## config.mk

```make
export PLATFORM = sky130hd
export DESIGN_NAME = cha_cmd_sequencer
export DESIGN_NICKNAME = d
export VERILOG_FILES = /design/src/rtl/cha_cmd_sequencer.sv
export SDC_FILE = /design/constraint.sdc
export NUM_CORES = 1
export LEC_CHECK = 0
export CELL_PAD_IN_SITES_DETAIL_PLACEMENT = 1
export CELL_PAD_IN_SITES_GLOBAL_PLACEMENT = 1
export CORE_MARGIN = 5
export CORE_UTILIZATION = 27
export CTS_CLUSTER_SIZE = 20
export DETAILED_ROUTE_END_ITERATION = 10
export HOLD_SLACK_MARGIN = 0.12
export PLACE_DENSITY_LB_ADDON = 0.3
export SYNTH_ARGS = -nofsm -noshare
export SYNTH_HDL_FRONTEND = slang
export SYNTH_SLANG_ARGS = --single-unit
```

## constraint.sdc

```tcl
create_clock -name clk -period 1.6 [get_ports clk]
set_input_delay 0.24 -clock clk [delete_from_list [all_inputs] [get_ports clk]]
set_output_delay 0.24 -clock clk [all_outputs]
set_load 0.02 [all_outputs]
```

## src/rtl/cha_cmd_sequencer.sv

```systemverilog
// Command-side initiator for the counter/hold/add datapath: runs a count phase,
// a hold phase, then streams handshaked add operations and returns each result.
module cha_cmd_sequencer #(
    parameter int unsigned LEN_W  = 4,
    parameter int unsigned OP_W   = 3,
    parameter int unsigned DOUT_W = 4
) (
    input  logic              clk,
    input  logic              rst,
    input  logic              start,
    input  logic [LEN_W-1:0]  count_len,
    input  logic [LEN_W-1:0]  hold_len,
    input  logic              op_valid,
    output logic              op_ready,
    input  logic [OP_W-1:0]   op_a,
    input  logic [OP_W-1:0]   op_b,
    input  logic              op_last,
    output logic [1:0]        sel,
    output logic [OP_W-1:0]   a,
    output logic [OP_W-1:0]   b,
    input  logic [DOUT_W-1:0] dout,
    output logic [DOUT_W-1:0] res_data,
    output logic              res_valid,
    output logic              busy,
    output logic              done
);

    typedef enum logic [2:0] {
        S_IDLE, S_COUNT, S_HOLD, S_ADD_REQ, S_ADD_ISSUE, S_ADD_CAPT, S_DONE
    } state_e;

    localparam logic [1:0] SEL_COUNT = 2'b00;
    localparam logic [1:0] SEL_HOLD  = 2'b01;
    localparam logic [1:0] SEL_ADD   = 2'b10;

    state_e             state_q, state_d;
    logic [LEN_W-1:0]   cnt_q, cnt_d;
    logic [LEN_W-1:0]   hold_len_q, hold_len_d;
    logic               last_q, last_d;
    logic [1:0]         sel_q, sel_d;
    logic [OP_W-1:0]    a_q, a_d, b_q, b_d;
    logic               op_ready_q, op_ready_d;
    logic [DOUT_W-1:0]  res_data_q, res_data_d;
    logic               res_valid_q, res_valid_d;
    logic               busy_q, busy_d;
    logic               done_q, done_d;

    // State register and registered outputs
    always_ff @(posedge clk) begin
        if (rst) begin
            state_q     <= S_IDLE;
            cnt_q       <= '0;
            hold_len_q  <= '0;
            last_q      <= 1'b0;
            sel_q       <= SEL_HOLD;
            a_q         <= '0;
            b_q         <= '0;
            op_ready_q  <= 1'b0;
            res_data_q  <= '0;
            res_valid_q <= 1'b0;
            busy_q      <= 1'b0;
            done_q      <= 1'b0;
        end else begin
            state_q     <= state_d;
            cnt_q       <= cnt_d;
            hold_len_q  <= hold_len_d;
            last_q      <= last_d;
            sel_q       <= sel_d;
            a_q         <= a_d;
            b_q         <= b_d;
            op_ready_q  <= op_ready_d;
            res_data_q  <= res_data_d;
            res_valid_q <= res_valid_d;
            busy_q      <= busy_d;
            done_q      <= done_d;
        end
    end

    // Next-state and next-output logic; phase counters count remaining cycles minus one
    always_comb begin
        state_d     = state_q;
        cnt_d       = cnt_q;
        hold_len_d  = hold_len_q;
        last_d      = last_q;
        sel_d       = sel_q;
        a_d         = a_q;
        b_d         = b_q;
        op_ready_d  = op_ready_q;
        res_data_d  = res_data_q;
        res_valid_d = 1'b0;
        busy_d      = busy_q;
        done_d      = 1'b0;

        unique case (state_q)
            S_IDLE: begin
                sel_d = SEL_HOLD;
                if (start) begin
                    busy_d     = 1'b1;
                    hold_len_d = hold_len;
                    if (count_len != '0) begin
                        state_d = S_COUNT;
                        sel_d   = SEL_COUNT;
                        cnt_d   = count_len - LEN_W'(1);
                    end else if (hold_len != '0) begin
                        state_d = S_HOLD;
                        cnt_d   = hold_len - LEN_W'(1);
                    end else begin
                        state_d    = S_ADD_REQ;
                        op_ready_d = 1'b1;
                    end
                end
            end
            S_COUNT: begin
                if (cnt_q == '0) begin
                    sel_d = SEL_HOLD;
                    if (hold_len_q != '0) begin
                        state_d = S_HOLD;
                        cnt_d   = hold_len_q - LEN_W'(1);
                    end else begin
                        state_d    = S_ADD_REQ;
                        op_ready_d = 1'b1;
                    end
                end else begin
                    cnt_d = cnt_q - LEN_W'(1);
                end
            end
            S_HOLD: begin
                if (cnt_q == '0) begin
                    state_d    = S_ADD_REQ;
                    op_ready_d = 1'b1;
                end else begin
                    cnt_d = cnt_q - LEN_W'(1);
                end
            end
            S_ADD_REQ: begin
                if (op_valid && op_ready_q) begin
                    a_d        = op_a;
                    b_d        = op_b;
                    last_d     = op_last;
                    sel_d      = SEL_ADD;
                    op_ready_d = 1'b0;
                    state_d    = S_ADD_ISSUE;
                end
            end
            S_ADD_ISSUE: begin
                sel_d   = SEL_HOLD;
                state_d = S_ADD_CAPT;
            end
            S_ADD_CAPT: begin
                res_data_d  = dout;
                res_valid_d = 1'b1;
                if (last_q) begin
                    state_d = S_DONE;
                end else begin
                    state_d    = S_ADD_REQ;
                    op_ready_d = 1'b1;
                end
            end
            S_DONE: begin
                done_d  = 1'b1;
                busy_d  = 1'b0;
                sel_d   = SEL_HOLD;
                state_d = S_IDLE;
            end
            default: state_d = S_IDLE;
        endcase
    end

    assign sel       = sel_q;
    assign a         = a_q;
    assign b         = b_q;
    assign op_ready  = op_ready_q;
    assign res_data  = res_data_q;
    assign res_valid = res_valid_q;
    assign busy      = busy_q;
    assign done      = done_q;

endmodule

```

==> results of run 1 <==
==> metal layers <==
| layer | GRT usage | vias up |
|---|---|---|
| li1 | - | 900 |
| met1 | 0.200 | 880 |
| met2 | 0.259 | 32 |
| met3 | 0.0218 | 8 |
| met4 | 0.0425 | 0 |
| met5 | 0 | - |
==> power groups by stage <==
stage                     registers (mW)  logic [mW]  clock network, mW
after floorplan                    0.958        1.07                  0
after global placement             0.922        1.96                  0
after detailed placement           0.923        2.01                  0
after CTS                          0.920        2.26              0.592
after global routing               0.936        2.66              0.616
final                              0.920        2.47              0.574
==> tightest hold or removal path: stages <==
cell and delay [ps]:
dlymetal6s2s_1 150, buf_4 140, a21oi_1 60, nor2_1 80
==> cell families (layout without fill, tap and decap cells) <==
| group | after synthesis | in the layout | synth area share |
|---|---|---|---|
| AND/OR/NAND/NOR | 77 | 77 | 0.235 |
| AO/OA/AOI/OAI | 53 | 53 | 0.236 |
| multiplexers | 10 | 10 | 0.0626 |
| buffers and inverters | 21 | 115 | 0.0548 |
| flip-flops | 28 | 28 | 0.351 |
| adder cells (fa/ha/maj) | 5 | 5 | 0.0392 |
| XOR/XNOR | 4 | 4 | 0.0219 |
==> final timing paths <==
path         depth (start not counted)  slack [ps]                      from                    endpoint
max                                  8        -240     cnt_q[1]$_SDFFE_PP0P_     state_q[1]$_SDFFE_PP0P_
min                                  4         420               hold_len[1]  hold_len_q[1]$_SDFFE_PP0P_
max reg2reg                          8        -240     cnt_q[1]$_SDFFE_PP0P_     state_q[1]$_SDFFE_PP0P_
min reg2reg                          2         470  res_data[1]$_SDFFE_PP0N_    res_data[1]$_SDFFE_PP0N_
==> layout by cell type, fill, tap and decap left out, types with 2 or more instances in the layout <==
cell / instances
clkdlybuf4s50_1: 34
dlymetal6s2s_1: 3
inv_1: 6
and2_4: 2
buf_4: 63
nor2_2: 2
nor2_1: 30
dfxtp_1: 23
o31a_1: 2
a21oi_1: 17
nor3b_4: 3
xnor2_1: 3
o32ai_2: 2
o21ai_0: 4
mux2i_1: 10
o211ai_1: 4
nor3_1: 5
clkbuf_8: 3
nand2_1: 13
a311oi_2: 2
a211oi_1: 2
a31oi_2: 2
ha_1: 4
a31oi_1: 2
nor2b_1: 3
nand3_1: 6
dfxtp_2: 5
inv_2: 3
a21oi_2: 3
nand2b_1: 3
==> final cells by class <==
| class | count | area, um^2 | area share |
|---|---|---|---|
| Sequential cell | 28 | 567 | 0.208 |
| Inverter | 10 | 41.3 | 0.0151 |
| Tap cell | 75 | 93.8 | 0.0344 |
| Timing Repair Buffer | 101 | 860 | 0.315 |
| Multi-Input combinational cell | 149 | 1100 | 0.402 |
| Clock buffer | 3 | 41.3 | 0.0151 |
| Clock inverter | 1 | 30.0 | 0.0110 |
==> state kept, by name, indices dropped and copies added, names as in the netlist <==
| signal | flops |
|---|---|
| b | 3 |
| a | 3 |
| state_q | 3 |
| busy | 1 |
| cnt_q | 4 |
| sel | 2 |
| last_q | 1 |
| res_data | 4 |
| op_ready | 1 |
| res_valid | 1 |
| done | 1 |
| hold_len_q | 4 |
==> metrics by stage <==
stage,setup TNS [ps],util,instances
2_1_floorplan,-173,-,198
3_3_place_gp,-2470,0.425,359
3_5_place_dp,-2810,0.425,359
4_1_cts,-804,0.454,366
5_1_grt,-1590,0.467,367
6_report,-1020,0.467,367
==> timing repair <==
action / in CTS / in global routing
endpoints found under the setup margin: 10 / 18
resized for setup: 18 / 17
pin swaps: 9 / 6
buffers inserted: 3 / 1
==> metrics, run 1 <==
status complete, but fails checks; failing checks setup timing; largest net degree at the start of global routing 17; clk_lat worst skew 280 ps; via/cell ratio 4.96; # DRC 0; Ys Warns 0; fillers 685; asr flop ratio synth 0; PortBufs 38; CP Launch Type register; DR top layer met4; CTS Sinks 28; Post-Route M1 WL 2640 um; die width 86.9 um; Highest Clock Rate 543 MHz; crit path cell chain inv_2 -> ha_4 -> or3b_4 -> a21oi_2 -> a31oi_2 -> buf_4 -> mux2i_1 -> nor3_1; mapped cell area 1600 um^2; Boundary Pins 39; clock tree from TritonCTS done; Mapped Avg Cell Area 8.07 um^2; Placed Area 2480 um^2; Clock Tree Root clkbuf_8; hold_buf cts 0; Switch Pwr 1.54 mW; PwrDens around 1500 nW/um^2; Nets 321; slowest stage cell, crit path or3b_4; post-DP HPWL 4330 um; critical path required time 1780 ps; family with the most delay on the worst path simple AND/OR/NAND/NOR gates; most frequent cell after synthesis nor2_1; synth top area cells dfxtp_1, nor2_1, mux2i_1; Slew Limit Fails 0; Netlist cell types 46; final worst-path setup slack -241 ps; Placeable Area between 5000 and 6000 um^2; post-route cell area 2730 um^2; layout cells sized above 1 0.360; Rel. slew slack 0.741; Int Power 2.42 mW; Logic pwr share 0.623; crit share post-route 1.15; post-route minimum period 1840 ps; # diodes 0; Global Route Usage Sum 0.152; full die area 7560 um^2; Setup violations, final 10; dpl ws -460 ps; post-synth top area cell dfxtp_1; VDD IR max 0.000665 V; overall power 3.97 mW; switching part of the total power 0.389; slew at the pin with the worst max-slew slack 378 ps; Area Overhead vs Synth 70.9%; CTS Buf Count 3; Leak 1.10 nW; RSZ-0062 raised after global routing yes; vias in the first global route 1,875; Clock Skew ~4 ps; 1st-iter DRT viols 65; Max Cap Viol 0; Min Hold Slack 423 ps; wire per inst 16.1 um; routed via count roughly 1,800; Hold Path Class in -> reg; Final Hold Fails 0; met3 wire length 132 um; CTS Buffer Depth 2; drt first pass iters 4; critical-path maximum fanout 4; worst path bufs/invs 2; RD Place Congestion 0.802; post-synthesis sequential area ratio 0.351; ys flop type dfxtp_1; antenna viol nets, final 0; gr ovfl total 0; row cnt 28; Die H 86.9 um; number of flops mapped to enable cells by yosys 0; Starting Density 0.273; Synth Instances 198; Yosys top cell area share 0.351; synthesized flop and latch total 28; Slowest Stage Delay on Critical Path 410 ps; synth cell count leaders nor2_1, dfxtp_1, a21oi_1; CTS HTree Levels 1; CP Class reg -> reg; Syn Nets 226; crit path capture type register; met2 WL 3040 um; first-pass GRT wire length 9030 um; final WL around 6000 um; initial antenna violation count 0; clock-pin slew on the worst setup and hold paths 100 ps; WP data arrival 2020 ps; Clock power frac 0.145; Seq pwr share 0.232
(Power assumes the default switching activity.)
==> inputs of run 2 (changes only) <==
--- a/config.mk
+++ b/config.mk
@@ -8,10 +8,11 @@
 export CELL_PAD_IN_SITES_DETAIL_PLACEMENT = 1
 export CELL_PAD_IN_SITES_GLOBAL_PLACEMENT = 1
 export CORE_MARGIN = 5
-export CORE_UTILIZATION = 27
+export CORE_UTILIZATION = 32
 export CTS_CLUSTER_SIZE = 20
 export DETAILED_ROUTE_END_ITERATION = 10
 export HOLD_SLACK_MARGIN = 0.12
+export MAX_ROUTING_LAYER = met4
 export PLACE_DENSITY_LB_ADDON = 0.3
 export SYNTH_ARGS = -nofsm -noshare
 export SYNTH_HDL_FRONTEND = slang
==> constraint.sdc (replaced) <==
create_clock -name clk -period 1.6 [get_ports clk]
set_input_delay 0.24 -clock clk [delete_from_list [all_inputs] [get_ports clk]]
set_output_delay 0.24 -clock clk [all_outputs]
set_load 0.01 [all_outputs]
==> run 2 against run 1 <==
  * The run still ends with setup timing left
  * Cell count fell by 5.7%
  * Final area is 4.9% lower
  * Register-to-register slack improved by 60 ps
  * Total power down 6.4%
  * Routed wire length decreased by 4.7%
  * Global-route usage is 4.0 points higher
  * Critical endpoint is now op_ready$_SDFFE_PP0P_
  * Largest cell class unchanged
  * Highest routed layer unchanged
==> metrics, run 2 (synthesis gave the netlist of run 1 again) <==
status complete, but fails checks; failing checks setup timing; switching part of the total power 0.387 (-0.00216); overall power 3.71 mW (-6.4%); crit path capture type register; routed via count 1,749 (-3.9%); Clock Tree Root clkbuf_8; Clock Skew 7.19 ps (+3.15 ps); Placed Area 2400 um^2 (-3.2%); CTS HTree Levels 1 (unchanged); Setup violations, final 10 (unchanged); Seq pwr share 0.257 (+0.025); gr ovfl total 0 (unchanged); # DRC 0 (unchanged); full die area 6510 um^2 (-14%); die width 80.7 um (-7.2%); PwrDens 1430 nW/um^2 (-1.5%); Post-Route M1 WL 2570 um (-2.5%); antenna viol nets, final 0 (unchanged); most frequent cells in the layout buf_4, clkdlybuf4s50_1, nor2_1, dfxtp_1, a21oi_1; largest net degree at the start of global routing 18 (+1); Logic pwr share 0.584 (-0.039); 1st-iter DRT viols 70 (+7.7%); storage element area 571 um^2 (+0.66%); DR top layer met4; Min Hold Slack 468 ps (+45.6 ps); drt first pass iters 4 (unchanged); Switch Pwr 1.43 mW (-6.9%); Highest Clock Rate 560 MHz (+3.1%); layout cells sized above 1 0.301 (-0.0585); Leak 0.997 nW (-9.2%); fillers 576 (-16%); clock tree from TritonCTS done; r2r setup slk -190 ps (+60 ps); Multi-input gate area 1070 um^2 (-2.9%); first-pass GRT wire length 9250 um (+2.4%); wire per inst 16.3 um (+1.1%); clock-pin slew on the worst setup and hold paths 110 ps (about the same); Nets 308 (-4.0%); hold depth 2 (-2); reg2reg start cnt_q[1]$_SDFFE_PP0P_; Hold Startpoint res_data[2]$_SDFFE_PP0N_; CTS Buf Count 3 (unchanged); reg2reg path depth 7 (-1); Area Overhead vs Synth 62.4%; VDD IR max 0.000597 V (-10%); Final Util 0.542 (+0.0756); vias in the first global route 1,891 (+0.85%); clk_lat worst skew 290 ps (about the same); Rel. slew slack 0.646 (-0.0957); met2 WL 2850 um (-6.3%); slew at the pin with the worst max-slew slack 518 ps (+140 ps); post-route minimum period 1790 ps (-55.3 ps); RSZ-0062 raised after global routing yes; post-route cell area 2590 um^2 (-4.9%); Boundary Pins 39 (unchanged); Starting Density 0.334 (+0.0608); Hold Path Class reg -> reg; post-DP HPWL 4060 um (-6.1%); met3 wire length 104 um (-21%); row cnt 25 (-11%); Global Route Usage Sum 0.193 (+0.0404); # diodes 0 (unchanged); Die H 80.7 um (-7.2%); critical path required time 1810 ps (+30 ps); via/cell ratio 5.05 (+1.9%); initial antenna violation count 0 (unchanged); critical-path maximum fanout 4 (unchanged); Placeable Area 4790 um^2 (-18%); RD Place Congestion 0.844 (+5.3%); final WL 5640 um (-4.7%); Final Hold Fails 0 (unchanged); commonest non-fill, non-tap cell in the layout buf_4; crit share post-route 1.12 (-0.0346); final worst-path setup slack -185 ps (+55.3 ps); Int Power 2.28 mW (-6.1%); Slew Limit Fails 0 (unchanged); PortBufs 38 (unchanged); CTS Buffer Depth 2 (unchanged); WP data arrival 2000 ps (-20 ps); CP Launch Type register; CTS Sinks 28 (unchanged); CP Class reg -> reg; Clock power frac 0.158 (+0.013); Reg2Reg Capture Point op_ready$_SDFFE_PP0P_; Max Cap Viol 0 (unchanged); Hold EP res_data[2]$_SDFFE_PP0N_
[run 2: worst max path at each step]
stage / cells past startpoint / end / from / slack, ps
after floorplan: 8 / op_ready$_SDFFE_PP0P_ / cnt_q[1]$_SDFFE_PP0P_ / -120
after global placement: 6 / cnt_q[3]$_SDFFE_PP0P_ / hold_len[0] / -390
after detailed placement: 6 / cnt_q[3]$_SDFFE_PP0P_ / hold_len[0] / -460
after CTS: 7 / op_ready$_SDFFE_PP0P_ / cnt_q[1]$_SDFFE_PP0P_ / -170
after global routing: 7 / op_ready$_SDFFE_PP0P_ / cnt_q[1]$_SDFFE_PP0P_ / -250
final: 7 / op_ready$_SDFFE_PP0P_ / cnt_q[1]$_SDFFE_PP0P_ / -190
[run 2: through the flow]
step | setup TNS (ps) | worst slack [ps] | cells
4_1_cts | -1000 | -172 | 346
6_report | -1020 | -185 | 346
5_1_grt | -1880 | -254 | 346
3_5_place_dp | -2730 | -456 | 340
3_3_place_gp | -2200 | -390 | 340
2_1_floorplan | -173 | -116 | 198
[run 2: critical path: stages (launching register included)]
cell and delay, ps:
dfxtp_2 340, inv_2 70, ha_4 130, or3b_4 410
a21oi_4 150, a31oi_2 120, or2_4 270, o32ai_2 200
[run 2: power by group through the flow]
stage | logic, mW | clock network [mW] | registers [mW]
5_1_grt | 2.36 | 0.631 | 0.979
2_1_floorplan | 1.07 | 0 | 0.934
3_3_place_gp | 1.80 | 0 | 0.938
4_1_cts | 2.06 | 0.596 | 0.952
6_report | 2.17 | 0.588 | 0.955
3_5_place_dp | 1.84 | 0 | 0.943
[run 2: per-layer routing]
metal	vias to the layer above	track usage
met5	-	-
met1	844	0.244
met3	10	0.0202
met4	0	0.0541
met2	25	0.325
li1	870	-
[run 2: timing repair]
| item | 4_1_cts | 5_1_grt |
|---|---|---|
| pin swaps | 10 | 5 |
| resized for setup | 24 | 6 |
| buffers inserted | 2 | 0 |
| hold buffers | 0 | 0 |
| endpoints found under the setup margin | 10 | 15 |
[run 2: cell type report]
| class | instances | area share |
|---|---|---|
| Multi-Input combinational cell | 149 | 0.411 |
| Timing Repair Buffer | 88 | 0.295 |
| Sequential cell | 28 | 0.220 |
| Tap cell | 67 | 0.0323 |
| Clock buffer | 3 | 0.0159 |
| Inverter | 10 | 0.0145 |
| Clock inverter | 1 | 0.0116 |
